### src/rtl/uart_tx_feeder_if.sv
// uart_tx_feeder_if: host write port plus transmitter launch handshake
interface uart_tx_feeder_if #(parameter int ADDR_W = 4);
  logic              wr_en;
  logic [7:0]        wr_data;
  logic              flush;
  logic              clr_ovf;
  logic              busy;
  logic              transmit;
  logic [7:0]        TX_DATA;
  logic              full;
  logic              empty;
  logic [ADDR_W:0]   count;
  logic              overflow;
  modport master (
    output wr_en, wr_data, flush, clr_ovf, busy,
    input  transmit, TX_DATA, full, empty, count, overflow
  );
  modport slave (
    input  wr_en, wr_data, flush, clr_ovf, busy,
    output transmit, TX_DATA, full, empty, count, overflow
  );
endinterface

### src/rtl/uart_tx_feeder.sv
// uart_tx_feeder: byte FIFO that launches one byte at a time into a UART transmitter
module uart_tx_feeder #(
  parameter int DEPTH  = 16,
  parameter int ADDR_W = 4
) (
  input  logic             CLK,
  input  logic             RST,
  uart_tx_feeder_if.slave  bus
);
  typedef enum logic [1:0] {IDLE, REQ, WAIT} state_t;
  state_t            r_state, w_next;
  logic [7:0]        r_mem [DEPTH];
  logic [ADDR_W-1:0] r_rd_ptr, r_wr_ptr;
  logic [ADDR_W:0]   r_count, w_count;
  logic              r_full, r_empty, r_ovf;
  logic [7:0]        r_tx_data;
  logic              w_wr, w_rd;
  // a write is judged against the pre-cycle full flag; flush overrides both write and pop
  assign w_wr    = bus.wr_en && !r_full && !bus.flush;
  assign w_rd    = r_state == IDLE && !r_empty && !bus.flush;
  assign w_count = bus.flush ? '0 : r_count + (ADDR_W+1)'(w_wr) - (ADDR_W+1)'(w_rd);
  assign bus.TX_DATA  = r_tx_data;
  assign bus.full     = r_full;
  assign bus.empty    = r_empty;
  assign bus.count    = r_count;
  assign bus.overflow = r_ovf;
  // launch state register
  always_ff @(posedge CLK or negedge RST)
    if (!RST) r_state <= IDLE;
    else      r_state <= w_next;
  // busy high in REQ is acceptance; busy low in WAIT ends the frame
  always_comb
    w_next = r_state == IDLE ? (w_rd ? REQ : IDLE) :
             r_state == REQ  ? (bus.busy ? WAIT : REQ) :
                               (bus.busy ? WAIT : IDLE);
  // launch request is purely a function of state so reset drops it at once
  always_comb
    bus.transmit = r_state == REQ;
  // storage array, contents need no reset
  always_ff @(posedge CLK)
    if (w_wr) r_mem[r_wr_ptr] <= bus.wr_data;
  // pointers, occupancy flags, sticky overflow and the launched byte
  always_ff @(posedge CLK or negedge RST)
    if (!RST) begin
      r_rd_ptr  <= '0;
      r_wr_ptr  <= '0;
      r_count   <= '0;
      r_full    <= 1'b0;
      r_empty   <= 1'b1;
      r_ovf     <= 1'b0;
      r_tx_data <= '0;
    end else begin
      r_rd_ptr  <= bus.flush ? '0 : w_rd ? r_rd_ptr + ADDR_W'(1) : r_rd_ptr;
      r_wr_ptr  <= bus.flush ? '0 : w_wr ? r_wr_ptr + ADDR_W'(1) : r_wr_ptr;
      r_count   <= w_count;
      r_full    <= w_count == (ADDR_W+1)'(DEPTH);
      r_empty   <= w_count == '0;
      r_ovf     <= (bus.wr_en && r_full) || (r_ovf && !bus.clr_ovf);
      r_tx_data <= w_rd ? r_mem[r_rd_ptr] : r_tx_data;
    end
endmodule
### src/flat_wrapper.sv
// flat-port wrapper written by rule: the top's interface ports become plain ports
module uart_tx_feeder_flat 
#(
  parameter int DEPTH  = 16,
  parameter int ADDR_W = 4
)
  (CLK, RST, bus_wr_en, bus_wr_data, bus_flush, bus_clr_ovf, bus_busy, bus_transmit, bus_TX_DATA, bus_full, bus_empty, bus_count, bus_overflow);
  uart_tx_feeder_if #(.ADDR_W(ADDR_W)) bus_i ();
  input  logic CLK;
  input  logic RST;
  input wire logic [$bits(bus_i.wr_en)-1:0] bus_wr_en;
  input wire logic [$bits(bus_i.wr_data)-1:0] bus_wr_data;
  input wire logic [$bits(bus_i.flush)-1:0] bus_flush;
  input wire logic [$bits(bus_i.clr_ovf)-1:0] bus_clr_ovf;
  input wire logic [$bits(bus_i.busy)-1:0] bus_busy;
  output wire logic [$bits(bus_i.transmit)-1:0] bus_transmit;
  output wire logic [$bits(bus_i.TX_DATA)-1:0] bus_TX_DATA;
  output wire logic [$bits(bus_i.full)-1:0] bus_full;
  output wire logic [$bits(bus_i.empty)-1:0] bus_empty;
  output wire logic [$bits(bus_i.count)-1:0] bus_count;
  output wire logic [$bits(bus_i.overflow)-1:0] bus_overflow;
  assign bus_i.wr_en = bus_wr_en;
  assign bus_i.wr_data = bus_wr_data;
  assign bus_i.flush = bus_flush;
  assign bus_i.clr_ovf = bus_clr_ovf;
  assign bus_i.busy = bus_busy;
  assign bus_transmit = bus_i.transmit;
  assign bus_TX_DATA = bus_i.TX_DATA;
  assign bus_full = bus_i.full;
  assign bus_empty = bus_i.empty;
  assign bus_count = bus_i.count;
  assign bus_overflow = bus_i.overflow;
  uart_tx_feeder #(.DEPTH(DEPTH), .ADDR_W(ADDR_W)) u_core (.CLK(CLK), .RST(RST), .bus(bus_i));
endmodule
### config.mk
export PLATFORM = sky130hd
export DESIGN_NAME = uart_tx_feeder_flat
export DESIGN_NICKNAME = d
export VERILOG_FILES = /design/src/rtl/uart_tx_feeder_if.sv /design/src/rtl/uart_tx_feeder.sv /design/src/flat_wrapper.sv
export SDC_FILE = /design/constraint.sdc
export NUM_CORES = 1
export LEC_CHECK = 0
export ABC_AREA = 1
export CAP_MARGIN = 20
export CORE_ASPECT_RATIO = 1.75
export CORE_MARGIN = 2
export CORE_UTILIZATION = 44
export DETAILED_ROUTE_END_ITERATION = 16
export PLACE_DENSITY = 0.7
export SYNTH_ARGS = -nofsm -noshare
export SYNTH_HDL_FRONTEND = slang
export SYNTH_SLANG_ARGS = --single-unit
export TNS_END_PERCENT = 1
### constraint.sdc
create_clock -name CLK -period 2.6 [get_ports CLK]
set_input_delay 0.39 -clock CLK [delete_from_list [all_inputs] [get_ports CLK]]
set_output_delay 0.39 -clock CLK [all_outputs]
set_load 0.01 [all_outputs]
Yosys cells after proc, flatten, opt, wreduce, memory -nomap -nowiden
Memory sizes are Yosys's and may differ from the RTL's. A register that Yosys moved wholly into a read port is not among the register bits. Cells that the tools add are included. W data, S select, Z words.

RAM bits: 128. Input bits: 14. Bits in registers: 18. Memories: 1.

Memory list: u_core.r_mem (words 16, width 8, read ports 1, clocked after memory_dff 1, wr ports 1, line uart_tx_feeder.sv:12) `logic [7:0] r_mem [DEPTH];`.

Equality and inequality tests: 2. Reductions and logical operators: 16. Add/sub/neg operators: 4. Multiplexer cells: 12.

Operators by type and width (count): $mux W4 (4); $add A4 B1 Y4 const B (2); $mux W2 (4); $logic_and A1 B1 Y1 (6); $add A5 B1 Y5 (1); $eq A5 B5 Y1 const B (1); $logic_not A1 Y1 (5); $logic_not A5 Y1 (1); $mux W5 (1); $sub A5 B1 Y5 (1); $reduce_bool A2 Y1 (2); $mux W1 (3); $eq A2 B1 Y1 const B (1); $logic_not A2 Y1 (1); $logic_or A1 B1 Y1 (1).

Depth between registers and ports, before layout
Gate-level depths: netlist (run 1).

Depth in word-level cells: 7. Depth in mapped cells: 18. Depth with buffers taken out: 17.

Least setup slack after synthesis (run 1)
OpenSTA, ideal clock, no wires.

Path kind: register -> register. Start point: register u_core.r_empty, in the netlist u_core.bus.empty. End point: register u_core.r_full, in the netlist u_core.bus.full. Arrival: 2.327 ns. Data required time: 2.529 ns. Buffers on the path: 1. Period minus slack after synthesis: 2.398 ns. Stages on the path, launching flop included: 18. Setup time: 0.071 ns. Path slack: 0.202 ns. Cell sequence: dfstp_2 > nand3b_1 > nor2_1 > buf_2 > ha_1 > inv_1 > ha_1 > inv_1 > fa_1 > inv_1 > nand2_1 > nand2_1 > a21oi_1 > nand2_1 > nand2_1 > nor2_1 > inv_1 > nor2_1.

Longest elaborated chain between the ends: 6.

RTL lines: start: declaration (line uart_tx_feeder.sv:15) `logic r_full, r_empty, r_ovf;`; start signal: assignment (line uart_tx_feeder.sv:49) `r_empty <= 1'b1;`; start signal: assignment (line uart_tx_feeder.sv:57) `r_empty <= w_count == '0;`; $logic_not A1 Y1 (line uart_tx_feeder.sv:20) `assign w_rd = r_state == IDLE && !r_empty && !bus.flush;`; $logic_and A1 B1 Y1 (2 in a row) (line uart_tx_feeder.sv:20); net u_core.w_rd (line uart_tx_feeder.sv:17) `logic w_wr, w_rd;`; $sub A5 B1 Y5 (line uart_tx_feeder.sv:21) `assign w_count = bus.flush ? '0 : r_count + (ADDR_W+1)'(w_wr) - (ADDR_W+1)'(w_rd);`; $mux W5 (line uart_tx_feeder.sv:21); net u_core.w_count[4] (line uart_tx_feeder.sv:14) `logic [ADDR_W:0] r_count, w_count;`; $eq A5 B5 Y1 (line uart_tx_feeder.sv:56) `r_full <= w_count == (ADDR_W+1)'(DEPTH);`; end signal: assignment (line uart_tx_feeder.sv:56); end: declaration (line uart_tx_feeder.sv:15).

The timed path passes the listed nets, and every way through them passes these cells. A chain may end at the register's enable or synchronous reset.

Worst setup path after layout (run 1)
Start point: register u_core.r_empty, in the netlist u_core.bus.empty. End point: register u_core.r_full, in the netlist u_core.bus.full.

Longest elaborated chain between the ends: 6.

RTL lines (line): $logic_not A1 Y1 (uart_tx_feeder.sv:20); $logic_and A1 B1 Y1 (2 in a row) (uart_tx_feeder.sv:20); $sub A5 B1 Y5 (uart_tx_feeder.sv:21); $mux W5 (uart_tx_feeder.sv:21); net u_core.w_count[4] (uart_tx_feeder.sv:14); $eq A5 B5 Y1 (uart_tx_feeder.sv:56).

The timed path passes the listed nets, and every way through them passes these cells.

==> results of run 1 <==
area by class of cell:
type                       count  area [um^2]  area share, %
clock buffer                  18          429           5.32
clock inverter                14          160           1.99
inverter                     131          492           6.10
multi-input combinational    377         1720           21.3
sequential                   154         4500           55.8
tap                          186          233           2.89
timing repair buffer          61          533           6.61
where the power goes:
part / total [mW] / internal (mW) / switching, mW / leakage (nW)
Combinational: 2.30 / 0.813 / 1.49 / 1.78
Clock: 2.44 / 1.43 / 1.01 / 0.280
Sequential: 3.00 / 2.84 / 0.157 / 1.49
Total: 7.75 / 5.09 / 2.66 / 3.55
metal layers:
layer / share of wire, % / GRT usage [%] / up-vias / wire length, um
met5: 0 / 0 / - / 0
met2: 57 / 36.8 / 121 / 8730
met4: 2.7 / 7.21 / 0 / 415
li1: - / - / 2304 / -
met3: 3.7 / 4.28 / 29 / 570
met1: 37 / 20.6 / 2317 / 5630
through the flow:
stage | cells | power, mW | setup WS (ns) | util, % | setup TNS, ns
2_1_floorplan | 690 | 4.63 | 0.202 | - | 0
3_3_place_gp | 909 | 5.29 | 0.0146 | 48.5 | 0
3_5_place_dp | 909 | 5.31 | -0.0692 | 48.5 | -0.0775
4_1_cts | 941 | 7.76 | 0.156 | 52.3 | 0
5_1_grt | 941 | 8.20 | 0.00395 | 52.4 | 0
6_report | 941 | 7.75 | 0.209 | 52.4 | 0
sequential cells by signal (all words and copies together) (netlist names):
register             count
u_core.r_rd_ptr          4
u_core.bus.empty         1
u_core.r_wr_ptr          4
u_core.r_mem           128
u_core.bus.count         5
u_core.bus.overflow      1
u_core.r_state           2
u_core.bus.TX_DATA       8
u_core.bus.full          1
worst max-delay path by stage:
stage                     depth (start not counted)        startpoint               to
after detailed placement                         17         bus_wr_en  u_core.bus.full
after floorplan                                  17  u_core.bus.empty  u_core.bus.full
after global routing                             16  u_core.bus.empty  u_core.bus.full
after CTS                                        16  u_core.bus.empty  u_core.bus.full
final                                            16  u_core.bus.empty  u_core.bus.full
after global placement                           17         bus_wr_en  u_core.bus.full
synthesized netlist by cell type:
library cell,instances,area [um^2]
sky130_fd_sc_hd__nor2_1,21,78.8
sky130_fd_sc_hd__o21ai_0,3,15.0
sky130_fd_sc_hd__fa_1,1,20.0
sky130_fd_sc_hd__edfxtp_1,128,3840
sky130_fd_sc_hd__dfrtp_1,25,626
sky130_fd_sc_hd__nand2_1,210,788
sky130_fd_sc_hd__ha_1,10,125
sky130_fd_sc_hd__clkbuf_1,2,7.51
sky130_fd_sc_hd__nand4_1,1,6.26
sky130_fd_sc_hd__nor3_1,12,60.1
sky130_fd_sc_hd__inv_2,11,41.3
sky130_fd_sc_hd__nand3_1,102,510
sky130_fd_sc_hd__inv_1,120,450
sky130_fd_sc_hd__buf_4,1,7.51
sky130_fd_sc_hd__buf_6,10,113
sky130_fd_sc_hd__o21ai_1,7,35.0
sky130_fd_sc_hd__nor2_2,1,6.26
sky130_fd_sc_hd__a21oi_1,5,25.0
sky130_fd_sc_hd__dfstp_2,1,26.3
sky130_fd_sc_hd__buf_2,15,75.1
sky130_fd_sc_hd__xor2_1,2,17.5
sky130_fd_sc_hd__nand3b_1,2,15.0
cells in the final DEF (no fill, tap or decap), drive strengths merged:
master           n
nor3            12
nand2          210
dfstp            1
fa               1
ha              10
edfxtp         128
nand3          102
clkinvlp         3
nand4            1
nand3b           2
clkbuf          18
clkinv           3
buf             31
dfrtp           25
a21oi            5
clkdlybuf4s50   30
o21ai           10
inv            137
bufinv           2
xor2             2
nor2            22
cells by family (layout without fill, tap and decap cells):
| logic type | after synthesis | count (layout) |
|---|---|---|
| AO/OA/AOI/OAI | 15 | 15 |
| XOR/XNOR | 2 | 2 |
| adder cells (fa/ha/maj) | 11 | 11 |
| buffers and inverters | 159 | 224 |
| flip-flops | 154 | 154 |
| AND/OR/NAND/NOR | 349 | 349 |
==> run_results.csv, run 1 <==
group,metric,value,unit
clock_network,cts_resized,0,
global_route,global_route.usage.total,19.4,%
critical_path,critical_path.reg2reg.endpoint,"u_core.bus.full",
yosys,netlist_area,0.00689,mm^2
cells_and_area,fraction_of_layout_cells_with_a_size_suffix_above_1,11.0,%
yosys,synth_fa_ha_area_share,2.11,%
detailed_routing,routedWlPerCell,16.3,um
power,vdd_ir_drop_max,775,uV
sta,skew,0.00776,ns
clock_network,cts_hold_buffers,0,
yosys,number_of_flip_flops_and_latches_in_the_synthesized_netlist,154,
critical_path,worstPathBufferInverterCount,4,
global_route,global_route_wire_length_before_repair,24700,um
sta,rsz0062_at_grt,"false",
detailed_routing,routed-via-count,4771,
cells_and_area,layout.nets,767,
clock_network,cts-htree-levels,4,
global_route,via_count_of_the_first_global_routing_pass,4699,
sta,worstMarginPinSlew,0.670,ns
global_route,gr-total-overflow,0,
clock_network,longest_clk_path_bufs,2,
clock_network,cts_tree,"done",
detailed_routing,number_of_antenna_violating_nets_in_the_routed_design,0,
global_route,antenna_found_initial,0,
global_route,grt_start_max_net_pins,35,
cells_and_area,flow.area_growth_from_synthesis,17.0,%
sta,finalMaxSlewViolations,0,
place,place_congestion,0.824,
place,input_output_buffers,30,
clock_network,clock-sinks,154,
detailed_routing,drt_pass1_iterations,4,
clock_network,clkTransAtPathRegs,0.06,ns
critical_path,crit-reg2reg-launch,"u_core.bus.empty",
power,cellPowerDensity,961,mW/mm^2
critical_path,critPathRequiredTime,2.95,ns
run,max_cap_violations,0,
floorplan,initial_utilization,44.8,%
sta,max-slew-margin-rel,55.3,%
floorplan,fp.dieH,170,um
clock_network,post-cts-setup-buffers,0,
yosys,mappedNetlistNets,715,
place,placement.cell_area,0.00746,mm^2
sta,hold_slack,0.334,ns
yosys,muxShareOfSynthArea,0,%
sta,timing.fmax,0.418,GHz
yosys,syn-instance-count,690,
detailed_routing,drtIter0Drc,484,
cells_and_area,antenna_cells,0,
yosys,ys_warn_count,0,
critical_path,endpoint_kind,"flop",
detailed_routing,viasPerCell,5.07,
yosys,syn-mean-instance-area,9.99,um^2
detailed_routing,totalWireLength,15300,um
yosys,synth.yosys.seq_area_share,65.2,%
yosys,post_synth_xor_area_fraction,0.254,%
critical_path,logic_depth_of_the_worst_register_to_register_path,16,
cells_and_area,post-route-cell-area,0.00806,mm^2
floorplan,coreArea,0.0154,mm^2
critical_path,worst_path_dominant_cell_family,"adder cells",
critical_path,worstSetupPathType,"reg -> reg",
detailed_routing,remaining_drc_errors,0,
power,leakage,3.55,nW
critical_path,critical_path.slowest_cell,"sky130_fd_sc_hd__dfstp_2",
critical_path,start_kind,"flop",
critical_path,crit_chain,"nand3b_1 -> nor2_2 -> ha_1 -> inv_1 -> ha_2 -> inv_1 -> fa_2 -> inv_2 -> nand2_2 -> nand2_1 -> a21oi_2 -> nand2_1 -> nand2_1 -> nor2_2 -> inv_1 -> nor2_1",
place,place_hpwl,10300,um
critical_path,worst-path-max-fanout,3,
clock_network,cts_made_buffers,17,
yosys,combinational_family_with_the_most_area_after_synthesis,"simple AND/OR/NAND/NOR gates",
sta,setup_viol,0,
sta,finalHoldViolations,0,
clock_network,cts.root.buffer_cell,"sky130_fd_sc_hd__clkbuf_16",
clock_network,source_to_sink_clock_delay_at_the_later_pin_of_the_worst_skew_pair,0.42,ns
floorplan,pin_count,31,
yosys,synth_compound_gate_area_share,1.09,%
floorplan,num_rows,60,
floorplan,fp.dieW,98.6,um
critical_path,critical-path-max-stage-delay,0.52,ns
cells_and_area,final.fill_count,1286,
min_path,worst_hold_path_type,"in -> async",
floorplan,die-area,0.0167,mm^2
outcome,result_of_the_run,"finished clean",
sta,layout_min_cycle_time,2.39,ns
critical_path,ff2ff_setup_slack,0.21,ns
yosys,netlist_cell_types,22,
critical_path,cp.arrival,2.74,ns
yosys,synth_simple_gate_area_share,21.3,%
sta,timing.final.crit_share,92.0,%
(Power assumes the default switching activity.)
==> inputs of run 2 (changes only) <==
--- a/config.mk
+++ b/config.mk
@@ -7,7 +7,6 @@
 export LEC_CHECK = 0
 export ABC_AREA = 1
 export CAP_MARGIN = 20
-export CORE_ASPECT_RATIO = 1.75
 export CORE_MARGIN = 2
 export CORE_UTILIZATION = 44
 export DETAILED_ROUTE_END_ITERATION = 16
==> run 2 against run 1 <==
Net effect: combinational power is 4% higher; critical path depth is the same; core utilization grew 0.33 points; worst hold slack gained 0.077 ns; die area decreased by 0.24%; sequential share of layout area grew 0.13 points; via count grew 0.69%; clock power fell by 7%; non-clock buffer count down 3; maximum frequency barely moved; first-iteration DRC count shrank 1.2%.
==> run_results.csv, run 2 (synthesized netlist as in run 1, its figures left out) <==
group,metric,value,unit
outcome,result_of_the_run,"finished clean",
cells_and_area,mostFrequentLayoutCell,"sky130_fd_sc_hd__nand2_1",
place,placement.cell_area,0.00746,mm^2
floorplan,num_rows,45,
sta,timing.fmax,0.418,GHz
clock_network,cts-htree-levels,4,
detailed_routing,highest-signal-layer,"met4",
sta,finalMaxSlewViolations,0,
detailed_routing,totalWireLength,15100,um
critical_path,worstSetupPathType,"reg -> reg",
sta,layout_min_cycle_time,2.39,ns
place,place_congestion,0.853,
floorplan,die-area,0.0167,mm^2
critical_path,critical_path.slowest_cell,"sky130_fd_sc_hd__dfstp_2",
power,cellPowerDensity,948,mW/mm^2
sta,setup_viol,0,
detailed_routing,drt_pass1_iterations,5,
place,dpl.cell_count,929,
floorplan,fp.dieW,129,um
sta,max-slew-margin-rel,49.4,%
clock_network,cts_tree,"done",
global_route,gr-total-overflow,0,
global_route,global_route_wire_length_before_repair,24000,um
critical_path,worst-path-max-fanout,3,
global_route,grt_start_max_net_pins,67,
clock_network,source_to_sink_clock_delay_at_the_later_pin_of_the_worst_skew_pair,0.43,ns
floorplan,fp.dieH,129,um
power,vdd_ir_drop_max,480,uV
global_route,antenna_found_initial,0,
cells_and_area,layout.core_utilization,52.7,%
floorplan,initial_utilization,45.2,%
cells_and_area,fraction_of_layout_cells_with_a_size_suffix_above_1,10.2,%
sta,rsz0062_at_grt,"false",
global_route,via_count_of_the_first_global_routing_pass,4775,
cells_and_area,mostFrequentLayoutCells,"sky130_fd_sc_hd__nand2_1, sky130_fd_sc_hd__edfxtp_1, sky130_fd_sc_hd__inv_1, sky130_fd_sc_hd__nand3_1, sky130_fd_sc_hd__clkdlybuf4s50_1",
clock_network,cts.root.buffer_cell,"sky130_fd_sc_hd__clkbuf_16",
detailed_routing,detailed_route_wire_length_on_metal_1,6250,um
power,leakage,3.51,nW
sta,finalHoldViolations,0,
critical_path,start_kind,"flop",
cells_and_area,antenna_cells,0,
cells_and_area,flow.area_growth_from_synthesis,16.7,%
floorplan,pin_count,31,
place,input_output_buffers,30,
detailed_routing,met2_wirelength,7530,um
sta,worstMarginPinSlew,0.756,ns
detailed_routing,route.met3.wl,808,um
critical_path,crit_chain,"nand3b_1 -> nor2_2 -> ha_1 -> inv_1 -> ha_2 -> inv_1 -> fa_2 -> inv_2 -> nand2_1 -> nand2_1 -> a21oi_1 -> nand2_1 -> nand2_1 -> nor2_2 -> buf_4 -> nor2_1",
detailed_routing,remaining_drc_errors,0,
clock_network,cts_made_buffers,17,
cells_and_area,post-route-cell-area,0.00804,mm^2
sta,timing.final.crit_share,92.0,%
detailed_routing,number_of_antenna_violating_nets_in_the_routed_design,0,
sta,tns_setup,0,ns
critical_path,worst_path_most_repeated_cell,"sky130_fd_sc_hd__nand2_1",
run,max_cap_violations,0,
floorplan,coreArea,0.0153,mm^2
critical_path,endpoint_kind,"flop",
cells_and_area,final-instance-count-excl-fill,963,
sta,final_critical_path_setup_slack,0.209,ns
clock_network,longest_clk_path_bufs,2,
critical_path,ff2ff_setup_slack,0.21,ns
global_route,global_route.usage.total,19.3,%
min_path,worst_hold_path_type,"in -> async",
critical_path,critical-path-max-stage-delay,0.52,ns
sta,skew,0.0117,ns
detailed_routing,drtIter0Drc,478,
clock_network,clock-sinks,154,
clock_network,cts_hold_buffers,0,
detailed_routing,viasPerCell,4.99,
detailed_routing,routed-via-count,4804,
critical_path,critPathRequiredTime,2.96,ns
cells_and_area,number_of_flip_flops_in_the_largest_register,128,
place,place_hpwl,9500,um
cells_and_area,register_with_the_most_flip_flops,"u_core.r_mem",
place,dp_slack,-0.0768,ns
detailed_routing,routedWlPerCell,15.7,um
critical_path,cp.arrival,2.75,ns
cells_and_area,layout.nets,764,
clock_network,clkTransAtPathRegs,0.06,ns
==> run 2: metrics by stage <==
step	power (mW)	hold slack (ns)
after floorplan	4.63	0.0944
after global placement	5.23	0.473
after detailed placement	5.31	0.466
after CTS	7.59	0.431
after global routing	8.05	0.452
final	7.62	0.411
==> run 2: final cells by class <==
| type | count | area (um^2) |
|---|---|---|
| tap | 211 | 264 |
| inverter | 131 | 492 |
| clock buffer | 17 | 425 |
| multi-input combinational | 377 | 1720 |
| fill | 1298 | 7210 |
| sequential | 154 | 4500 |
| clock inverter | 15 | 128 |
| timing repair buffer | 58 | 523 |
==> run 2: where the power goes <==
group	leakage, nW	internal, mW	total (mW)	switching [mW]
Sequential	1.49	2.85	2.94	0.0920
Combinational	1.77	0.852	2.40	1.55
Clock	0.260	1.31	2.28	0.971
==> run 2: repair_timing <==
| item | CTS | global route |
|---|---|---|
| resized for setup | 0 | 6 |
| endpoints found under the setup margin | 0 | 1 |
| hold endpoints to repair | 0 | 0 |
| buffers inserted | 0 | 2 |
==> run 2: worst paths after layout <==
path,startpoint,to,depth (start not counted)
worst max-delay path,u_core.bus.empty,u_core.bus.empty,16
worst min-delay path,RST,u_core.bus.TX_DATA[3],1
worst max register to register,u_core.bus.empty,u_core.bus.empty,16
worst min register to register,u_core.bus.TX_DATA[7],u_core.bus.TX_DATA[7],2
max in group asynchronous,RST,u_core.r_wr_ptr[1],2
min in group CLK,u_core.bus.TX_DATA[7],u_core.bus.TX_DATA[7],2
==> run 2: metal layers <==
metal	vias up	GRT usage [%]
met3	34	4.25
met4	0	10.4
met5	-	0
li1	2301	-
met2	163	32.2
met1	2306	23.4
==> run 2: critical path, delay by kind of cell, from the launching register on <==
| kind | cells | cell delay, ns |
|---|---|---|
| adders and majority gates | 3 | 0.79 |
| buffers and inverters | 4 | 0.32 |
| and+or+nand+nor | 8 | 0.64 |
| AOI/OAI and AO/OA | 1 | 0.08 |
| DFF | 1 | 0.52 |
